--- config.mk ---
export PLATFORM = sky130hd
export DESIGN_NAME = reg_writeback_arbiter_flat
export DESIGN_NICKNAME = d
export VERILOG_FILES = /design/src/rtl/reg_writeback_arbiter_pkg.sv /design/src/rtl/reg_writeback_arbiter_if.sv /design/src/rtl/reg_writeback_arbiter_fifo.sv /design/src/rtl/reg_writeback_arbiter.sv /design/src/flat_wrapper.sv
export SDC_FILE = /design/constraint.sdc
export NUM_CORES = 1
export LEC_CHECK = 0
export ABC_AREA = 1
export CAP_MARGIN = 20
export CORE_MARGIN = 1.5
export CORE_UTILIZATION = 56
export DETAILED_ROUTE_END_ITERATION = 16
export PLACE_DENSITY = 0.85
export SLEW_MARGIN = 20
export SYNTH_ARGS = -nofsm -noshare
export SYNTH_HDL_FRONTEND = slang
export SYNTH_HIERARCHICAL = 1
export SYNTH_SLANG_ARGS = --single-unit
export TNS_END_PERCENT = 5
--- constraint.sdc ---
create_clock -name Clk -period 4.25 [get_ports Clk]
set_clock_uncertainty 0.1 [all_clocks]
set_input_delay 0.425 -clock Clk [delete_from_list [all_inputs] [get_ports Clk]]
set_output_delay 0.425 -clock Clk [all_outputs]
set_load 0.1 [all_outputs]
--- src/rtl/reg_writeback_arbiter_pkg.sv ---
`default_nettype none
// +----------------------------------------------------------------------------+
// | Module      : reg_writeback_arbiter_pkg                                     |
// | Description : Shared widths, source enum and zero-register constant for the |
// |               register-file write-back arbiter.                             |
// | Revision    : 1.0 - initial release                                         |
// +----------------------------------------------------------------------------+
package reg_writeback_arbiter_pkg;

    localparam int unsigned c_AW = 5;
    localparam int unsigned c_DW = 32;

    localparam logic [c_AW-1:0] c_REG_ZERO = '0;

    typedef enum logic [0:0] {
        SRC_ALU = 1'b0,
        SRC_MDU = 1'b1
    } wb_src_e;

endpackage
`default_nettype wire

--- src/rtl/reg_writeback_arbiter_if.sv ---
`default_nettype none
// +----------------------------------------------------------------------------+
// | Module      : reg_writeback_arbiter_if                                      |
// | Description : Result, issue, busy-query and write-port signals of the       |
// |               write-back arbiter. Optional macro: WB_BYPASS_EN.             |
// | Revision    : 1.0 - initial release                                         |
// +----------------------------------------------------------------------------+
interface reg_writeback_arbiter_if
    import reg_writeback_arbiter_pkg::*;
#(
    parameter int AW = c_AW,
    parameter int DW = c_DW
) ();

    logic          Alu_Valid;
    logic [AW-1:0] Alu_Reg;
    logic [DW-1:0] Alu_Data;

    logic          Mdu_Valid;
    logic          Mdu_Ready;
    logic [AW-1:0] Mdu_Reg;
    logic [DW-1:0] Mdu_Data;

    logic          Issue_Valid;
    logic [AW-1:0] Issue_Reg;

    logic [AW-1:0] Rs;
    logic [AW-1:0] Rt;
    logic          Rs_Busy;
    logic          Rt_Busy;

    logic [AW-1:0] Reg_Wb;
    logic [DW-1:0] WriteData;
    logic          Write;

`ifdef WB_BYPASS_EN
    logic          Fwd_Rs_Hit;
    logic          Fwd_Rt_Hit;
    logic [DW-1:0] Fwd_Data;
`endif

    // Arbiter side
    modport slave (
        input  Alu_Valid, Alu_Reg, Alu_Data,
        input  Mdu_Valid, Mdu_Reg, Mdu_Data,
        input  Issue_Valid, Issue_Reg, Rs, Rt,
        output Mdu_Ready, Rs_Busy, Rt_Busy,
        output Reg_Wb, WriteData, Write
`ifdef WB_BYPASS_EN
        , output Fwd_Rs_Hit, Fwd_Rt_Hit, Fwd_Data
`endif
    );

    // Pipeline / decode / register-file side
    modport master (
        output Alu_Valid, Alu_Reg, Alu_Data,
        output Mdu_Valid, Mdu_Reg, Mdu_Data,
        output Issue_Valid, Issue_Reg, Rs, Rt,
        input  Mdu_Ready, Rs_Busy, Rt_Busy,
        input  Reg_Wb, WriteData, Write
`ifdef WB_BYPASS_EN
        , input Fwd_Rs_Hit, Fwd_Rt_Hit, Fwd_Data
`endif
    );

endinterface
`default_nettype wire

--- src/rtl/reg_writeback_arbiter_fifo.sv ---
`default_nettype none
// +----------------------------------------------------------------------------+
// | Module      : wb_result_fifo                                                |
// | Description : DEPTH-entry FIFO holding MDU results waiting for the write    |
// |               port. Head is presented combinationally on o_data.           |
// | Revision    : 1.0 - initial release                                         |
// +----------------------------------------------------------------------------+
module wb_result_fifo #(
    parameter int DEPTH = 2,
    parameter int W     = 37
) (
    input  wire logic         clk,
    input  wire logic         rst,
    input  wire logic         i_push,
    input  wire logic [W-1:0] i_data,
    input  wire logic         i_pop,
    output logic      [W-1:0] o_data,
    output logic              o_full,
    output logic              o_empty
);

    localparam int c_PW = $clog2(DEPTH);
    localparam int c_CW = c_PW + 1;

    logic [W-1:0]    r_mem [DEPTH];
    logic [c_PW-1:0] r_wptr;
    logic [c_PW-1:0] r_rptr;
    logic [c_CW-1:0] r_count;

    logic w_do_push;
    logic w_do_pop;

    assign o_full    = (r_count == c_CW'(DEPTH));
    assign o_empty   = (r_count == '0);
    assign o_data    = r_mem[r_rptr];
    assign w_do_push = i_push & ~o_full;
    assign w_do_pop  = i_pop & ~o_empty;

    // Power-of-two depth lets the pointers wrap by plain overflow
    always_ff @(posedge clk) begin
        if (rst) begin
            r_wptr  <= '0;
            r_rptr  <= '0;
            r_count <= '0;
        end else begin
            if (w_do_push) r_wptr <= r_wptr + c_PW'(1);
            if (w_do_pop)  r_rptr <= r_rptr + c_PW'(1);
            case ({w_do_push, w_do_pop})
                2'b10:   r_count <= r_count + c_CW'(1);
                2'b01:   r_count <= r_count - c_CW'(1);
                default: r_count <= r_count;
            endcase
        end
    end

    always_ff @(posedge clk) begin
        if (w_do_push) r_mem[r_wptr] <= i_data;
    end

endmodule
`default_nettype wire

--- src/rtl/reg_writeback_arbiter.sv ---
`default_nettype none
// +----------------------------------------------------------------------------+
// | Module      : reg_writeback_arbiter                                         |
// | Description : Merges ALU and MDU results onto the register-file write port  |
// |               and tracks in-flight MDU destinations. Macro: WB_BYPASS_EN.   |
// | Revision    : 1.0 - initial release                                         |
// +----------------------------------------------------------------------------+
module reg_writeback_arbiter
    import reg_writeback_arbiter_pkg::*;
#(
    parameter int DEPTH = 2,
    parameter int AW    = c_AW,
    parameter int DW    = c_DW
) (
    input  wire logic              Clk,
    input  wire logic              Rst,
    reg_writeback_arbiter_if.slave bus
);

    localparam int            c_EW   = AW + DW;
    localparam logic [AW-1:0] c_ZERO = AW'(c_REG_ZERO);

    logic          w_push;
    logic          w_pop;
    logic          w_full;
    logic          w_empty;
    logic [c_EW-1:0] w_head;
    logic [AW-1:0] w_head_reg;
    logic [DW-1:0] w_head_data;

    logic          r_write;
    logic [AW-1:0] r_reg;
    logic [DW-1:0] r_data;
    wb_src_e       r_src;

    logic [2**AW-1:0] r_sb;
    logic [2**AW-1:0] w_sb_next;
    logic             w_rs_pend;
    logic             w_rt_pend;

    assign {w_head_reg, w_head_data} = w_head;
    assign w_push = bus.Mdu_Valid & ~w_full;
    // ALU owns the port whenever it is valid; the MDU head simply waits
    assign w_pop  = ~bus.Alu_Valid & ~w_empty;

    wb_result_fifo #(
        .DEPTH (DEPTH),
        .W     (c_EW)
    ) u_fifo (
        .clk     (Clk),
        .rst     (Rst),
        .i_push  (w_push),
        .i_data  ({bus.Mdu_Reg, bus.Mdu_Data}),
        .i_pop   (w_pop),
        .o_data  (w_head),
        .o_full  (w_full),
        .o_empty (w_empty)
    );

    always_ff @(posedge Clk) begin
        if (Rst) begin
            r_write <= 1'b0;
            r_reg   <= '0;
            r_data  <= '0;
            r_src   <= SRC_ALU;
        end else if (bus.Alu_Valid) begin
            r_write <= (bus.Alu_Reg != c_ZERO);
            r_reg   <= bus.Alu_Reg;
            r_data  <= bus.Alu_Data;
            r_src   <= SRC_ALU;
        end else if (w_pop) begin
            r_write <= (w_head_reg != c_ZERO);
            r_reg   <= w_head_reg;
            r_data  <= w_head_data;
            r_src   <= SRC_MDU;
        end else begin
            r_write <= 1'b0;
        end
    end

    // Clear first, then set, so a re-issue on the landing edge keeps the bit
    always_comb begin
        w_sb_next = r_sb;
        if (r_write && (r_src == SRC_MDU)) begin
            w_sb_next[r_reg] = 1'b0;
        end
        if (bus.Issue_Valid && (bus.Issue_Reg != c_ZERO)) begin
            w_sb_next[bus.Issue_Reg] = 1'b1;
        end
    end

    always_ff @(posedge Clk) begin
        if (Rst) begin
            r_sb <= '0;
        end else begin
            r_sb <= w_sb_next;
        end
    end

    assign w_rs_pend     = r_sb[bus.Rs] & (bus.Rs != c_ZERO);
    assign w_rt_pend     = r_sb[bus.Rt] & (bus.Rt != c_ZERO);
    assign bus.Mdu_Ready = ~w_full;
    assign bus.Reg_Wb    = r_reg;
    assign bus.WriteData = r_data;
    assign bus.Write     = r_write;

`ifdef WB_BYPASS_EN
    logic w_rs_hit;
    logic w_rt_hit;

    assign w_rs_hit       = r_write & (r_reg == bus.Rs) & (bus.Rs != c_ZERO);
    assign w_rt_hit       = r_write & (r_reg == bus.Rt) & (bus.Rt != c_ZERO);
    assign bus.Fwd_Rs_Hit = w_rs_hit;
    assign bus.Fwd_Rt_Hit = w_rt_hit;
    assign bus.Fwd_Data   = r_data;
    // A landing MDU write can be forwarded, so its pending bit no longer stalls
    assign bus.Rs_Busy    = w_rs_pend & ~(w_rs_hit & (r_src == SRC_MDU));
    assign bus.Rt_Busy    = w_rt_pend & ~(w_rt_hit & (r_src == SRC_MDU));
`else
    assign bus.Rs_Busy    = w_rs_pend;
    assign bus.Rt_Busy    = w_rt_pend;
`endif

`ifndef SYNTHESIS
    always_ff @(posedge Clk) begin
        if (!Rst && bus.Alu_Valid && (bus.Alu_Reg != c_ZERO)) begin
            assert (!r_sb[bus.Alu_Reg])
                else $error("ALU write to pending register %0d", bus.Alu_Reg);
        end
    end
`endif

endmodule
`default_nettype wire

--- src/flat_wrapper.sv ---
// flat-port wrapper written by rule: the top's interface ports become plain ports
module reg_writeback_arbiter_flat import reg_writeback_arbiter_pkg::*;
#(
    parameter int DEPTH = 2,
    parameter int AW    = c_AW,
    parameter int DW    = c_DW
)
  (Clk, Rst, bus_Alu_Valid, bus_Alu_Reg, bus_Alu_Data, bus_Mdu_Valid, bus_Mdu_Reg, bus_Mdu_Data, bus_Issue_Valid, bus_Issue_Reg, bus_Rs, bus_Rt, bus_Mdu_Ready, bus_Rs_Busy, bus_Rt_Busy, bus_Reg_Wb, bus_WriteData, bus_Write);
  reg_writeback_arbiter_if #(.AW(AW), .DW(DW)) bus_i ();
  input  wire logic Clk;
  input  wire logic Rst;
  input wire logic [$bits(bus_i.Alu_Valid)-1:0] bus_Alu_Valid;
  input wire logic [$bits(bus_i.Alu_Reg)-1:0] bus_Alu_Reg;
  input wire logic [$bits(bus_i.Alu_Data)-1:0] bus_Alu_Data;
  input wire logic [$bits(bus_i.Mdu_Valid)-1:0] bus_Mdu_Valid;
  input wire logic [$bits(bus_i.Mdu_Reg)-1:0] bus_Mdu_Reg;
  input wire logic [$bits(bus_i.Mdu_Data)-1:0] bus_Mdu_Data;
  input wire logic [$bits(bus_i.Issue_Valid)-1:0] bus_Issue_Valid;
  input wire logic [$bits(bus_i.Issue_Reg)-1:0] bus_Issue_Reg;
  input wire logic [$bits(bus_i.Rs)-1:0] bus_Rs;
  input wire logic [$bits(bus_i.Rt)-1:0] bus_Rt;
  output wire logic [$bits(bus_i.Mdu_Ready)-1:0] bus_Mdu_Ready;
  output wire logic [$bits(bus_i.Rs_Busy)-1:0] bus_Rs_Busy;
  output wire logic [$bits(bus_i.Rt_Busy)-1:0] bus_Rt_Busy;
  output wire logic [$bits(bus_i.Reg_Wb)-1:0] bus_Reg_Wb;
  output wire logic [$bits(bus_i.WriteData)-1:0] bus_WriteData;
  output wire logic [$bits(bus_i.Write)-1:0] bus_Write;
  assign bus_i.Alu_Valid = bus_Alu_Valid;
  assign bus_i.Alu_Reg = bus_Alu_Reg;
  assign bus_i.Alu_Data = bus_Alu_Data;
  assign bus_i.Mdu_Valid = bus_Mdu_Valid;
  assign bus_i.Mdu_Reg = bus_Mdu_Reg;
  assign bus_i.Mdu_Data = bus_Mdu_Data;
  assign bus_i.Issue_Valid = bus_Issue_Valid;
  assign bus_i.Issue_Reg = bus_Issue_Reg;
  assign bus_i.Rs = bus_Rs;
  assign bus_i.Rt = bus_Rt;
  assign bus_Mdu_Ready = bus_i.Mdu_Ready;
  assign bus_Rs_Busy = bus_i.Rs_Busy;
  assign bus_Rt_Busy = bus_i.Rt_Busy;
  assign bus_Reg_Wb = bus_i.Reg_Wb;
  assign bus_WriteData = bus_i.WriteData;
  assign bus_Write = bus_i.Write;
  reg_writeback_arbiter #(.DEPTH(DEPTH), .AW(AW), .DW(DW)) u_core (.Clk(Clk), .Rst(Rst), .bus(bus_i));
endmodule
==> impl_metrics.toml <==
[floorplan]
fp.dieH_um = 116
dieArea_um2 = 13300
row_count = 40
die-width_um = 116
coreArea_um2 = 12200
io-pin-count = 135
start_util = 0.583

[critical_path]
slowest_delay_ns = 0.86
path_max_fanout = 17
path_class = "primary input to output pin"
endpoint_kind = "output pin"
crit_path_frequent_cell = "nand2_1"
required_ns = 3.72
cp_slowest_cell = "clkdlybuf4s50_1"
crit_arrival_ns = 2.37
crit_family = "buffers and inverters"
cp_cell_sequence = "clkdlybuf4s50_1 -> inv_4 -> nand2_1 -> nand3_1 -> nand2_1 -> nand2_1 -> nand2_1 -> clkinv_1 -> nand2_1 -> nand2_1 -> nand2_1 -> buf_4"
critical_path_buf_inv_count = 4
startpoint_type = "primary input"

[synthesis]
ys_types = 28
synthCells = 809
ys_warn_count = 6
ys_ff_latch = 150
synth_area_um2 = 7090
syn_nets = 904
synth.avg_cell_area_um2 = 8.76
seq_area_frac_synth = 0.528

[grt]
grt_max_degree = 41
antenna_found_initial = 0
track_usage = 0.260
grt_pass1_wl_mm = 26.7
grt_pass1_vias = 5635
overflow = 0

[finish]
area_delta_synth_final_pct = 27.2
utilization = 0.741
nNetsFinal = 1032
finalInstanceArea_um2 = 9020
instances_no_fill = 1118
drive_gt1_frac = 0.115
n_antenna_cell = 0

[route]
drtIter0Drc = 501
viasPerCell = 5.28
post_drt_wl_per_cell_um = 15.1
route.antenna.remaining_nets = 0
drc_errors = 0
vias = 5906
wl_mm = 16.8
drtPass1Iterations = 5

[placement]
hpwl_mm = 11.6
dpl_worst_slack_ns = 1.38
numPortBuffers = 134
place.gp.congestion = 0.887
place_area_um2 = 8420
dp_cells = 1085

[clock_network]
clk_pin_slew_worst_paths_ns = 0.06
holdBufCountCts = 0
cts_resized = 0
clock-root-buffer = "clkbuf_16"
post_cts_buffers = 0
cts_tree = "yes"
clock_latency_ns = 0.41
cts_max_path_buffers = 2
cts_buffers = 17
clock-sinks = 150
cts_htree_levels = 4

[timing]
maxSlewViolCount = 0
setup_viol = 0
fin_ws_ns = 1.35
worst_pin_slew_ns = 1.03
fmax_mhz = 345
fin_setup_tns_ns = 0
period_minus_slack_ns = 2.90
finalHoldViolations = 0
min_period_over_period = 0.681
rsz0062_at_grt = "no"
maxSlewHeadroom = 0.310

[pwr]
vdd_drop_max_uv = 324
leakagePower_nw = 3.84
power.density_nw_per_um2 = 476

[run]
drv_cap = 0

[hold_path]
holdCritPathClass = "register to register"

[run_status]
outcome = "finished clean"
==> worst paths after layout <==
kind	start	end	slack [ns]	depth (start not counted)
min	u_core/r_sb[0]	u_core/r_sb[0]	0.37	2
max	bus_Rs[0]	bus_Rs_Busy	1.35	12
min reg2reg	u_core/r_sb[0]	u_core/r_sb[0]	0.37	2
max reg2reg	u_core/u_fifo/r_count[0]	u_core/u_fifo/r_mem[1][6]	2.00	7
==> registers in the layout (all words and copies together) (netlist names), named ones only <==
name,count
u_core/bus.Reg_Wb,5
u_core/bus.Write,1
u_core/bus.WriteData,32
u_core/r_sb,32
u_core/r_src,1
u_core/u_fifo/r_count,2
u_core/u_fifo/r_mem,74
u_core/u_fifo/r_rptr,1
u_core/u_fifo/r_wptr,1
==> cell usage in the layout (no fill, tap or decap), types with 6 or more instances in the layout <==
cell / netlist / final
o21ai_1: 34 / 34
inv_1: 90 / 90
a21oi_1: 33 / 33
inv_2: 16 / 16
nand3_1: 89 / 89
clkbuf_16: 0 / 17
nor3_2: 8 / 8
mux2_2: 7 / 7
nor2_1: 26 / 25
clkdlybuf4s50_1: 0 / 131
edfxtp_1: 74 / 74
nand2_1: 272 / 272
mux2_4: 30 / 30
dfxtp_1: 76 / 75
buf_4: 2 / 6
o21ai_0: 7 / 7
==> worst register-to-register path, delay by kind of cell (launching register included) <==
family	cells	cell delay, ns
flip-flops	1	0.38
AND/OR/NAND/NOR	4	0.46
buffers and inverters	3	0.97
==> synthesized netlist by cell type (all sizes together) <==
| cell | n | area share |
|---|---|---|
| clkbuf | 8 | 0.0042 |
| clkinv | 2 | 0.0011 |
| a21oi | 33 | 0.023 |
| a31oi | 2 | 0.0018 |
| buf | 22 | 0.031 |
| o221ai | 1 | 0.0012 |
| dfxtp | 76 | 0.21 |
| mux2 | 37 | 0.075 |
| nand3 | 89 | 0.063 |
| nor2 | 27 | 0.017 |
| inv | 108 | 0.058 |
| nand4 | 2 | 0.0018 |
| edfxtp | 74 | 0.31 |
| ha | 1 | 0.0018 |
| nor3 | 13 | 0.020 |
| nand2 | 273 | 0.14 |
| o21ai | 41 | 0.029 |
==> stage by stage <==
stage / hold slack [ns] / power [W]
2_1_floorplan: 0.333 / 0.00258
3_3_place_gp: 0.343 / 0.00282
3_5_place_dp: 0.363 / 0.00285
4_1_cts: 0.372 / 0.00430
5_1_grt: 0.398 / 0.00445
6_report: 0.370 / 0.00429
==> kinds of logic (layout without fill, tap and decap cells) <==
logic type / Yosys count / in the layout / synth area share
DFF: 150 / 150 / 0.528
buffers and inverters: 140 / 281 / 0.0946
muxes: 37 / 37 / 0.0747
AOI/OAI and AO/OA: 77 / 77 / 0.0552
and+or+nand+nor: 404 / 404 / 0.246
adders and majority gates: 1 / 1 / 0.00176
==> metal layers <==
layer	up-vias	wire length, µm	GRT usage
met5	-	0	0
met2	267	8390	0.459
met1	2739	6710	0.303
met4	0	336	0.106
li1	2876	-	-
met3	24	1390	0.0659
==> report_power, final <==
group          switching, W  internal [W]  total [W]
registers         0.0000617       0.00168    0.00174
logic              0.000734      0.000361    0.00110
clock network      0.000588      0.000866    0.00145
total               0.00138       0.00291    0.00429
==> cell type report <==
cell class / count / area (µm²)
Sequential cell: 150 / 3740
Multi-Input combinational cell: 519 / 2680
Clock inverter: 15 / 155
Fill cell: 841 / 3140
Tap cell: 168 / 210
Clock buffer: 17 / 425
Timing Repair Buffer: 139 / 1380
Inverter: 110 / 418
(Power assumes the default switching activity.)
